File: src/rtl/conv5x5_engine.sv
// 5x5 valid-convolution engine: fetches one VRAM window per output pixel, runs 25
// sequential MACs, then writes a clamped 8-bit result row-major to the destination.
module conv5x5_engine #(
    parameter int ADDR_W = 24
) (
    input  logic              clk,
    input  logic              reset,
    input  logic              start,
    input  logic [15:0]       image_size,
    input  logic [ADDR_W-1:0] src_base,
    input  logic [ADDR_W-1:0] dst_base,
    input  logic [199:0]      kernel,
    input  logic [3:0]        shift,
    output logic [ADDR_W-1:0] daddr,
    input  logic [199:0]      drdata,
    output logic [ADDR_W-1:0] destination_addr_from_acc,
    output logic [7:0]        dwdata_from_acc,
    output logic              dwe_from_acc,
    output logic              busy,
    output logic              done,
    output logic [2:0]        dbg_state
);
    // start is a one-cycle request honoured only in IDLE (no ready); done is a one-cycle
    // pulse with no backpressure; dwe_from_acc writes exactly one byte per high cycle.
    typedef enum logic [2:0] {IDLE, FETCH, MAC, WRITE, FIN} state_t;

    state_t             state_q, state_d;
    logic [15:0]        size_q, size_d, n_q, n_d, r_q, r_d, c_q, c_d;
    logic [199:0]       kernel_q, kernel_d, win_q, win_d;
    logic [3:0]         shift_q, shift_d;
    logic [4:0]         tap_q, tap_d;
    logic signed [21:0] acc_q, acc_d;
    logic [ADDR_W-1:0]  src_row_q, src_row_d, dst_row_q, dst_row_d;
    logic [ADDR_W-1:0]  daddr_q, daddr_d, dest_q, dest_d;
    logic [7:0]         dwdata_q, dwdata_d;
    logic               dwe_q, dwe_d, busy_q, busy_d, done_q, done_d;

    logic [7:0]         pix, kbyte, clamp_val;
    logic signed [16:0] prod;
    logic signed [21:0] acc_sum, shifted;

    always_comb begin
        state_d   = state_q;
        size_d    = size_q;
        n_d       = n_q;
        r_d       = r_q;
        c_d       = c_q;
        kernel_d  = kernel_q;
        win_d     = win_q;
        shift_d   = shift_q;
        tap_d     = tap_q;
        acc_d     = acc_q;
        src_row_d = src_row_q;
        dst_row_d = dst_row_q;
        daddr_d   = daddr_q;
        dest_d    = dest_q;
        dwdata_d  = dwdata_q;
        dwe_d     = 1'b0;
        busy_d    = busy_q;
        done_d    = 1'b0;

        // Pixel is unsigned, weight is signed: the zero-extended pixel keeps the product exact.
        pix       = win_q[{tap_q, 3'b000} +: 8];
        kbyte     = kernel_q[{tap_q, 3'b000} +: 8];
        prod      = $signed({1'b0, pix}) * $signed(kbyte);
        acc_sum   = acc_q + $signed({{5{prod[16]}}, prod});
        shifted   = acc_sum >>> shift_q;
        if (shifted[21])
            clamp_val = 8'h00;
        else if (|shifted[20:8])
            clamp_val = 8'hFF;
        else
            clamp_val = shifted[7:0];

        case (state_q)
            IDLE: begin
                if (start) begin
                    size_d    = image_size;
                    kernel_d  = kernel;
                    shift_d   = shift;
                    r_d       = '0;
                    c_d       = '0;
                    src_row_d = src_base;
                    dst_row_d = dst_base;
                    if (image_size >= 16'd5) begin
                        n_d     = image_size - 16'd4;
                        daddr_d = src_base;
                        busy_d  = 1'b1;
                        state_d = FETCH;
                    end else begin
                        n_d     = '0;
                        done_d  = 1'b1;
                        state_d = FIN;
                    end
                end
            end
            FETCH: begin
                win_d   = drdata;
                acc_d   = '0;
                tap_d   = '0;
                state_d = MAC;
            end
            MAC: begin
                acc_d = acc_sum;
                if (tap_q == 5'd24) begin
                    dwe_d    = 1'b1;
                    dest_d   = dst_row_q + ADDR_W'(c_q);
                    dwdata_d = clamp_val;
                    state_d  = WRITE;
                end else begin
                    tap_d = tap_q + 5'd1;
                end
            end
            WRITE: begin
                if (c_q < n_q - 16'd1) begin
                    c_d     = c_q + 16'd1;
                    daddr_d = src_row_q + ADDR_W'(c_q + 16'd1);
                    state_d = FETCH;
                end else if (r_q < n_q - 16'd1) begin
                    r_d       = r_q + 16'd1;
                    c_d       = '0;
                    src_row_d = src_row_q + ADDR_W'(size_q);
                    dst_row_d = dst_row_q + ADDR_W'(n_q);
                    daddr_d   = src_row_q + ADDR_W'(size_q);
                    state_d   = FETCH;
                end else begin
                    busy_d  = 1'b0;
                    done_d  = 1'b1;
                    state_d = FIN;
                end
            end
            FIN: begin
                state_d = IDLE;
            end
            default: begin
                state_d = IDLE;
            end
        endcase
    end

    always_ff @(posedge clk) begin
        if (reset) begin
            state_q   <= IDLE;
            size_q    <= '0;
            n_q       <= '0;
            r_q       <= '0;
            c_q       <= '0;
            kernel_q  <= '0;
            win_q     <= '0;
            shift_q   <= '0;
            tap_q     <= '0;
            acc_q     <= '0;
            src_row_q <= '0;
            dst_row_q <= '0;
            daddr_q   <= '0;
            dest_q    <= '0;
            dwdata_q  <= '0;
            dwe_q     <= 1'b0;
            busy_q    <= 1'b0;
            done_q    <= 1'b0;
        end else begin
            state_q   <= state_d;
            size_q    <= size_d;
            n_q       <= n_d;
            r_q       <= r_d;
            c_q       <= c_d;
            kernel_q  <= kernel_d;
            win_q     <= win_d;
            shift_q   <= shift_d;
            tap_q     <= tap_d;
            acc_q     <= acc_d;
            src_row_q <= src_row_d;
            dst_row_q <= dst_row_d;
            daddr_q   <= daddr_d;
            dest_q    <= dest_d;
            dwdata_q  <= dwdata_d;
            dwe_q     <= dwe_d;
            busy_q    <= busy_d;
            done_q    <= done_d;
        end
    end

    assign daddr                     = daddr_q;
    assign destination_addr_from_acc = dest_q;
    assign dwdata_from_acc           = dwdata_q;
    assign dwe_from_acc              = dwe_q;
    assign busy                      = busy_q;
    assign done                      = done_q;
    assign dbg_state                 = state_q;
endmodule
File: config.mk
export PLATFORM = sky130hd
export DESIGN_NAME = conv5x5_engine
export DESIGN_NICKNAME = d
export VERILOG_FILES = /design/src/rtl/conv5x5_engine.sv
export SDC_FILE = /design/constraint.sdc
export NUM_CORES = 2
export LEC_CHECK = 0
export ABC_AREA = 1
export BUFFER_PORTS_ARGS = -buffer_cell sky130_fd_sc_hd__buf_4
export CORE_MARGIN = 2
export CORE_UTILIZATION = 58
export DETAILED_ROUTE_END_ITERATION = 12
export PLACE_DENSITY = 0.9
export RECOVER_POWER = 25
export SLEW_MARGIN = 20
export SYNTH_ARGS = -nofsm -noshare
export SYNTH_HDL_FRONTEND = slang
export SYNTH_SLANG_ARGS = --single-unit
File: constraint.sdc
create_clock -name clk -period 7.75 [get_ports clk]
set_clock_uncertainty 0.1 [all_clocks]
set_input_delay 1.1625 -clock clk [delete_from_list [all_inputs] [get_ports clk]]
set_output_delay 1.1625 -clock clk [all_outputs]
set_load 0.005 [all_outputs]
After elaboration in Yosys (flattened, before gate mapping)
Cells that the tools add are included. Widths: inputs -> output; s select.

Logic and storage cells: 104. Register bits: 605. Output and inout bits: 62. Bits of input ports: 471.

Mux-type cells: 42. $lt $le $gt $ge: 3. Eq/ne operators: 12. Bitwise gates (word level): 1. Reductions and logical operators: 13. Multiply operators: 1. Add/sub/neg operators: 11. Shift operators: 3.

Operators with widths (number): $shiftx 200x9->8 (2); $mux 24 (9); $pmux 24 s2 (3); $mux 16 (6); $add 24x16->24 (3); $pmux 16 s2 (2); $pmux 22 s2 (1); $add 16x1->16 const B (2); $lt 16x16->1 (2); $add 24x17->24 (1); $add 22x17->22 (1); $sshr 22x4->22 (1); $add 16x1->17 const B (1); $mul 9x8->17 (1); $ge 16x3->1 const B (1); $mux 8 (2); $sub 16x1->16 const B (1); $sub 16x3->16 const B (1); $mux 3 (5); $ne 2x2->1 const B (7); $reduce_or 13->1 (1); $pmux 3 s4 (1); $pmux 5 s2 (1); $mux 1 (9); 15 further kinds (22).

Longest topological paths before layout
Depth after elaboration: 7. Gate-level depth with buffers: 43. Depth with buffers taken out: 40.

Least setup slack after synthesis
Ideal clock, no wire load.

Kind: register to register. Start point: reg tap_q[0]. End point: reg dwdata_q[0] (netlist: dwdata_from_acc[0]). Period minus slack after synthesis: 6.617 ns. Cell stages (with the launch flop): 39. Path slack: 1.133 ns. Data required time: 7.518 ns. Setup time: 0.132 ns. Path buffers: 4. Arrival time: 6.385 ns. Cells stage by stage: dfxtp_1 > buf_6 > buf_6 > buf_2 > clkbuf_1 > a21oi_1 > o21ai_0 > o221ai_1 > a21oi_1 > nand3_1 > and2_1 > inv_1 > nor2_1 > fa_1 > fa_1 > inv_1 > fa_1 > inv_1 > [... 3 more ...] > inv_1 > ha_1 > a21oi_1 > nand2_1 > nand2_1 > nand2_2 > nand3_1 > nand3b_1 > nand3_1 > nand3_1 > o21ai_2 > nand2_1 > nand2_1 > nand4_1 > o21ai_4 > nand3_1 > nand2_1 > a21oi_1.

Longest elaborated chain between the ends: 7. Elaborated cells on any way between the ends: 10. Those cells by class: add/sub (1); mul (1); eq/ne (1); shift (3); mux (2); reduce/logical (2).

RTL lines: start, declared (line 31) `logic [4:0] tap_q, tap_d;`; start signal, assigned (line 170) `tap_q <= tap_d;`; $shiftx 200x9->8, on equally long branches (line 63, 64); $mul 9x8->17 (line 65) `prod = $signed({1'b0, pix}) * $signed(kbyte);`; $add 22x17->22 (line 66) `acc_sum = acc_q + $signed({{5{prod[16]}}, prod});`; $sshr 22x4->22 (line 67) `shifted = acc_sum >>> shift_q;`; $reduce_or 13->1 (line 70) `else if (|shifted[20:8])`; $mux 8 (line 70); $mux 8 (line 68) `if (shifted[21])`; end signal, assigned (line 176) `dwdata_q <= dwdata_d;`; end, declared (line 35) `logic [7:0] dwdata_q, dwdata_d;`.

Several ways; a longest one is shown, not always the timed one. A chain may end at the register's enable or synchronous reset.

Worst setup path after layout
Start point: reg tap_q[0]. End point: reg dwdata_q[6] (netlist: dwdata_from_acc[6]).

The elaborated chain is that of the path after synthesis.

==> flow_metrics.env <==
export IMPL_synth_edf_count=0
export IMPL_worstPathArrival_ps=7680
export IMPL_run_status="finished, violations left"
export IMPL_cp_common_cell="sky130_fd_sc_hd__nand2_1"
export IMPL_design_final_nets=5882
export IMPL_num_rows=88
export IMPL_antenna_found_initial=19
export IMPL_path_class="reg -> reg"
export IMPL_die_area_sq_um=60500
export IMPL_synth_seq_cells=605
export IMPL_synthFlopType="sky130_fd_sc_hd__dfxtp_1"
export IMPL_fmax_ghz=0.137
export IMPL_cts_buffers_inserted=66
export IMPL_chipHeight_um=246
export IMPL_finalSetupViolCount=0
export IMPL_port_buffers=532
export IMPL_synthesis_instances=4824
export IMPL_power_leakage_nw=18.3
export IMPL_worstHoldPathType="reg -> reg"
export IMPL_first_global_vias=33700
export IMPL_final_hold_worst_slack_ps=354
export IMPL_fin_tns_setup_ps=0
export IMPL_clock_tree_buffer_depth=3
export IMPL_max_cap_violations=3
export IMPL_total_area_of_multi_input_combinational_cells_sq_um=18700
export IMPL_cts_reportedPaths_clkPinSlew_ps=60
export IMPL_global_route_wire_length_before_repair_um=186000
export IMPL_netlist_area_sq_um=34000
export IMPL_clock_root_buffer="sky130_fd_sc_hd__clkbuf_16"
export IMPL_timing_max_slew_rel_slack=-1.73
export IMPL_final_hold_viol_count=0
export IMPL_startpoint_type="flop"
export IMPL_postSynthNetCount=5520
export IMPL_rsz0062_at_grt="false"
export IMPL_start_util=0.588
export IMPL_wirelength_um=122000
export IMPL_violated_checks="capacitance limit, slew limit"
export IMPL_layout_core_utilization=0.701
export IMPL_ant_nets=0
export IMPL_worst_slack_ps=428
export IMPL_vdd_ir_drop_max_uv=285
export IMPL_gp_congestion=0.996
export IMPL_post_cts_hold_buffer_count=0
export IMPL_drive_above_1_share=0.147
export IMPL_synthesized_area_per_cell_sq_um=7.04
export IMPL_post_route_drc_count=0
export IMPL_insertion_delay_ps=630
export IMPL_post_drt_wl_per_cell_um=20.4
export IMPL_dieWidth_um=246
export IMPL_timing_critical_path_fanout_max=103
export IMPL_post_drt_via_cell_ratio=5.97
export IMPL_clock_tree_from_tritoncts="done"
export IMPL_clock_sinks=605
export IMPL_htree_num_levels=3
export IMPL_core_area_sq_um=57800
export IMPL_drv_slew=315
export IMPL_vias=35900
export IMPL_grt_start_max_net_pins=248
export IMPL_final_area_sq_um=40500
export IMPL_detailed_place_hpwl_um=89200
export IMPL_dp_slack_ps=291
export IMPL_cellPowerDensity_nw_per_um2=350
export IMPL_filler_cell_count=4686
export IMPL_cpPeakStageDelay_ps=550
export IMPL_yosys_cell_types_count=65
export IMPL_drt_pass1_iter_count=6
export IMPL_period_minus_slack_ps=7320
export IMPL_drt_first_iter_violations=4125
export IMPL_seqCellArea_sq_um=12100
export IMPL_synth_yosys_seq_area_share=0.357
export IMPL_worst_ep_required_time_ps=8110
export IMPL_grt_remaining_overflow=0
export IMPL_layout_area_overhead_vs_synth_pct=19.3
export IMPL_worstMarginPinSlew_ps=4090
export IMPL_crit_slowest_cell="sky130_fd_sc_hd__fa_1"
export IMPL_total_of_warnings_raised_by_yosys=0
export IMPL_async_set_or_reset_register_ratio_after_synthesis=0
export IMPL_grtUsageTotal=0.393
export IMPL_critical_path_endpoint_type="flop"
export IMPL_finalCritPeriodShare=0.945
export IMPL_io_pins=533
export IMPL_postPlaceCellArea_sq_um=38200
-- cell families after synthesis --
family                   after synthesis  share of synthesized area
flip-flops                           605                      0.357
AO/OA/AOI/OAI                       1567                      0.243
AND/OR/NAND/NOR                     1510                      0.187
buffers and inverters                820                     0.0934
XOR/XNOR                              93                     0.0240
multiplexers                           4                    0.00118
adder cells (fa/ha/maj)              225                     0.0953
-- critical path, delay by kind of cell, from the launching register on --
kind / cells / cell delay (ps)
compound gates: 4 / 700
fa+ha+maj: 6 / 2820
buf+inv: 6 / 760
flops: 1 / 480
simple gates: 17 / 2240
-- placed cells by master, fill, tap and decap left out, types with 5 or more instances in the layout --
cell type / count
sky130_fd_sc_hd__nand3_1: 278
sky130_fd_sc_hd__ha_1: 168
sky130_fd_sc_hd__clkbuf_16: 67
sky130_fd_sc_hd__nor2_1: 552
sky130_fd_sc_hd__inv_1: 507
sky130_fd_sc_hd__nor3_1: 15
sky130_fd_sc_hd__nand2_2: 12
sky130_fd_sc_hd__and2_1: 9
sky130_fd_sc_hd__a31oi_1: 46
sky130_fd_sc_hd__inv_6: 5
sky130_fd_sc_hd__o21a_1: 8
sky130_fd_sc_hd__xnor2_1: 33
sky130_fd_sc_hd__inv_2: 12
sky130_fd_sc_hd__buf_12: 5
sky130_fd_sc_hd__o21ai_0: 757
sky130_fd_sc_hd__clkbuf_8: 6
sky130_fd_sc_hd__a21o_1: 6
sky130_fd_sc_hd__o211ai_1: 26
sky130_fd_sc_hd__xor2_1: 60
sky130_fd_sc_hd__o21ai_2: 12
sky130_fd_sc_hd__bufinv_16: 7
sky130_fd_sc_hd__fa_1: 56
sky130_fd_sc_hd__nand4_1: 19
sky130_fd_sc_hd__a21oi_1: 644
sky130_fd_sc_hd__clkinv_2: 13
sky130_fd_sc_hd__dfxtp_1: 603
sky130_fd_sc_hd__o21ai_1: 14
sky130_fd_sc_hd__diode_2: 15
sky130_fd_sc_hd__nand2_1: 567
sky130_fd_sc_hd__clkinvlp_4: 6
sky130_fd_sc_hd__nand3b_1: 10
sky130_fd_sc_hd__nand3_2: 5
sky130_fd_sc_hd__nor2_2: 11
sky130_fd_sc_hd__inv_8: 5
sky130_fd_sc_hd__clkbuf_4: 46
sky130_fd_sc_hd__buf_4: 510
sky130_fd_sc_hd__o221ai_1: 17
sky130_fd_sc_hd__or2_2: 14
sky130_fd_sc_hd__clkbuf_1: 30
-- cells in the mapped netlist (3+ instances only) --
master                     count  area (sq um)
sky130_fd_sc_hd__nand4_1      19           119
sky130_fd_sc_hd__ha_1        169          2110
sky130_fd_sc_hd__o21ai_2       9          78.8
sky130_fd_sc_hd__mux2i_1       4          40.0
sky130_fd_sc_hd__buf_4         3          22.5
sky130_fd_sc_hd__inv_1       510          1910
sky130_fd_sc_hd__xnor2_1      33           289
sky130_fd_sc_hd__buf_2        32           160
sky130_fd_sc_hd__o22ai_1       3          18.8
sky130_fd_sc_hd__inv_2        13          48.8
sky130_fd_sc_hd__a21oi_1     645          3230
sky130_fd_sc_hd__nand3_1     278          1390
sky130_fd_sc_hd__o211ai_1     26           195
sky130_fd_sc_hd__a221oi_1      3          26.3
sky130_fd_sc_hd__xor2_1       60           526
sky130_fd_sc_hd__nor4_1        4          25.0
sky130_fd_sc_hd__nand2_1     570          2140
sky130_fd_sc_hd__and2_1       10          62.6
sky130_fd_sc_hd__a21o_1        6          45.0
sky130_fd_sc_hd__buf_6         5          56.3
sky130_fd_sc_hd__buf_1        22          82.6
sky130_fd_sc_hd__o21ai_1      17          85.1
sky130_fd_sc_hd__nand3_2       5          50.1
sky130_fd_sc_hd__nand2_2       9          56.3
sky130_fd_sc_hd__nor2_2        8          50.1
sky130_fd_sc_hd__or2_2        14          87.6
sky130_fd_sc_hd__o21a_1        9          67.6
sky130_fd_sc_hd__clkbuf_1    229           860
sky130_fd_sc_hd__fa_1         56          1120
sky130_fd_sc_hd__dfxtp_1     605         12100
sky130_fd_sc_hd__nand3b_1     10          75.1
sky130_fd_sc_hd__clkinv_1      5          18.8
sky130_fd_sc_hd__a22oi_1       3          22.5
sky130_fd_sc_hd__nor2_1      556          2090
sky130_fd_sc_hd__o221ai_1     17           149
sky130_fd_sc_hd__a21oi_2       3          26.3
sky130_fd_sc_hd__a211oi_1      3          22.5
sky130_fd_sc_hd__nor3_1       15          75.1
sky130_fd_sc_hd__a31oi_1      46           288
sky130_fd_sc_hd__nor2_4        3          33.8
sky130_fd_sc_hd__o21ai_0     757          3790
-- through the flow --
step                power, mW  cells
floorplan                8.73   4824
global route             15.1   6011
finish                   14.2   6017
global placement         10.5   5878
detailed placement       10.6   5878
CTS                      13.9   5997
-- per-layer routing --
metal | vias up | part of all wire | track usage
li1 | 16800 | - | -
met3 | 457 | 0.10 | 0.0768
met1 | 16500 | 0.38 | 0.484
met4 | 12 | 0.073 | 0.263
met5 | - | 0.00065 | 0
met2 | 2114 | 0.45 | 0.624
-- final timing paths --
path	from	to	slack, ps	cells after the start
setup / recovery	tap_q[0]	dwdata_from_acc[6]	430	33
hold / removal	kernel_q[112]	kernel_q[112]	350	2
setup reg to reg	tap_q[0]	dwdata_from_acc[6]	430	33
hold reg to reg	kernel_q[112]	kernel_q[112]	350	2
-- registers in the layout, indices dropped and copies added, names as in the netlist, 3 cells and up --
register,cells
win_q,200
dst_row_q,24
acc_q,22
r_q,16
n_q,16
shift_q,4
kernel_q,200
destination_addr_from_acc,24
dbg_state,3
size_q,16
src_row_q,24
daddr,24
dwdata_from_acc,8
c_q,16
tap_q,5
-- layout make-up --
class,instances,share of cell area
multi-input cells,3399,0.462
flip-flops and latches,605,0.299
repair buffers,585,0.109
inverters,529,0.0500
clock buffers,85,0.0445
well taps,765,0.0236
clock inverters,34,0.0103
diodes,15,0.000926
-- what timing repair did --
item,CTS,global route
gates resized for setup,0,25
buffers inserted,0,5
setup endpoints to repair,0,8
-- where the power goes --
group	total (mW)	internal [mW]	switching [mW]
combinational	6.51	2.18	4.32
sequential	4.36	3.89	0.474
clock	3.30	1.90	1.40
total	14.2	7.98	6.19
Note: power is estimated with default switching activity, not from simulation.
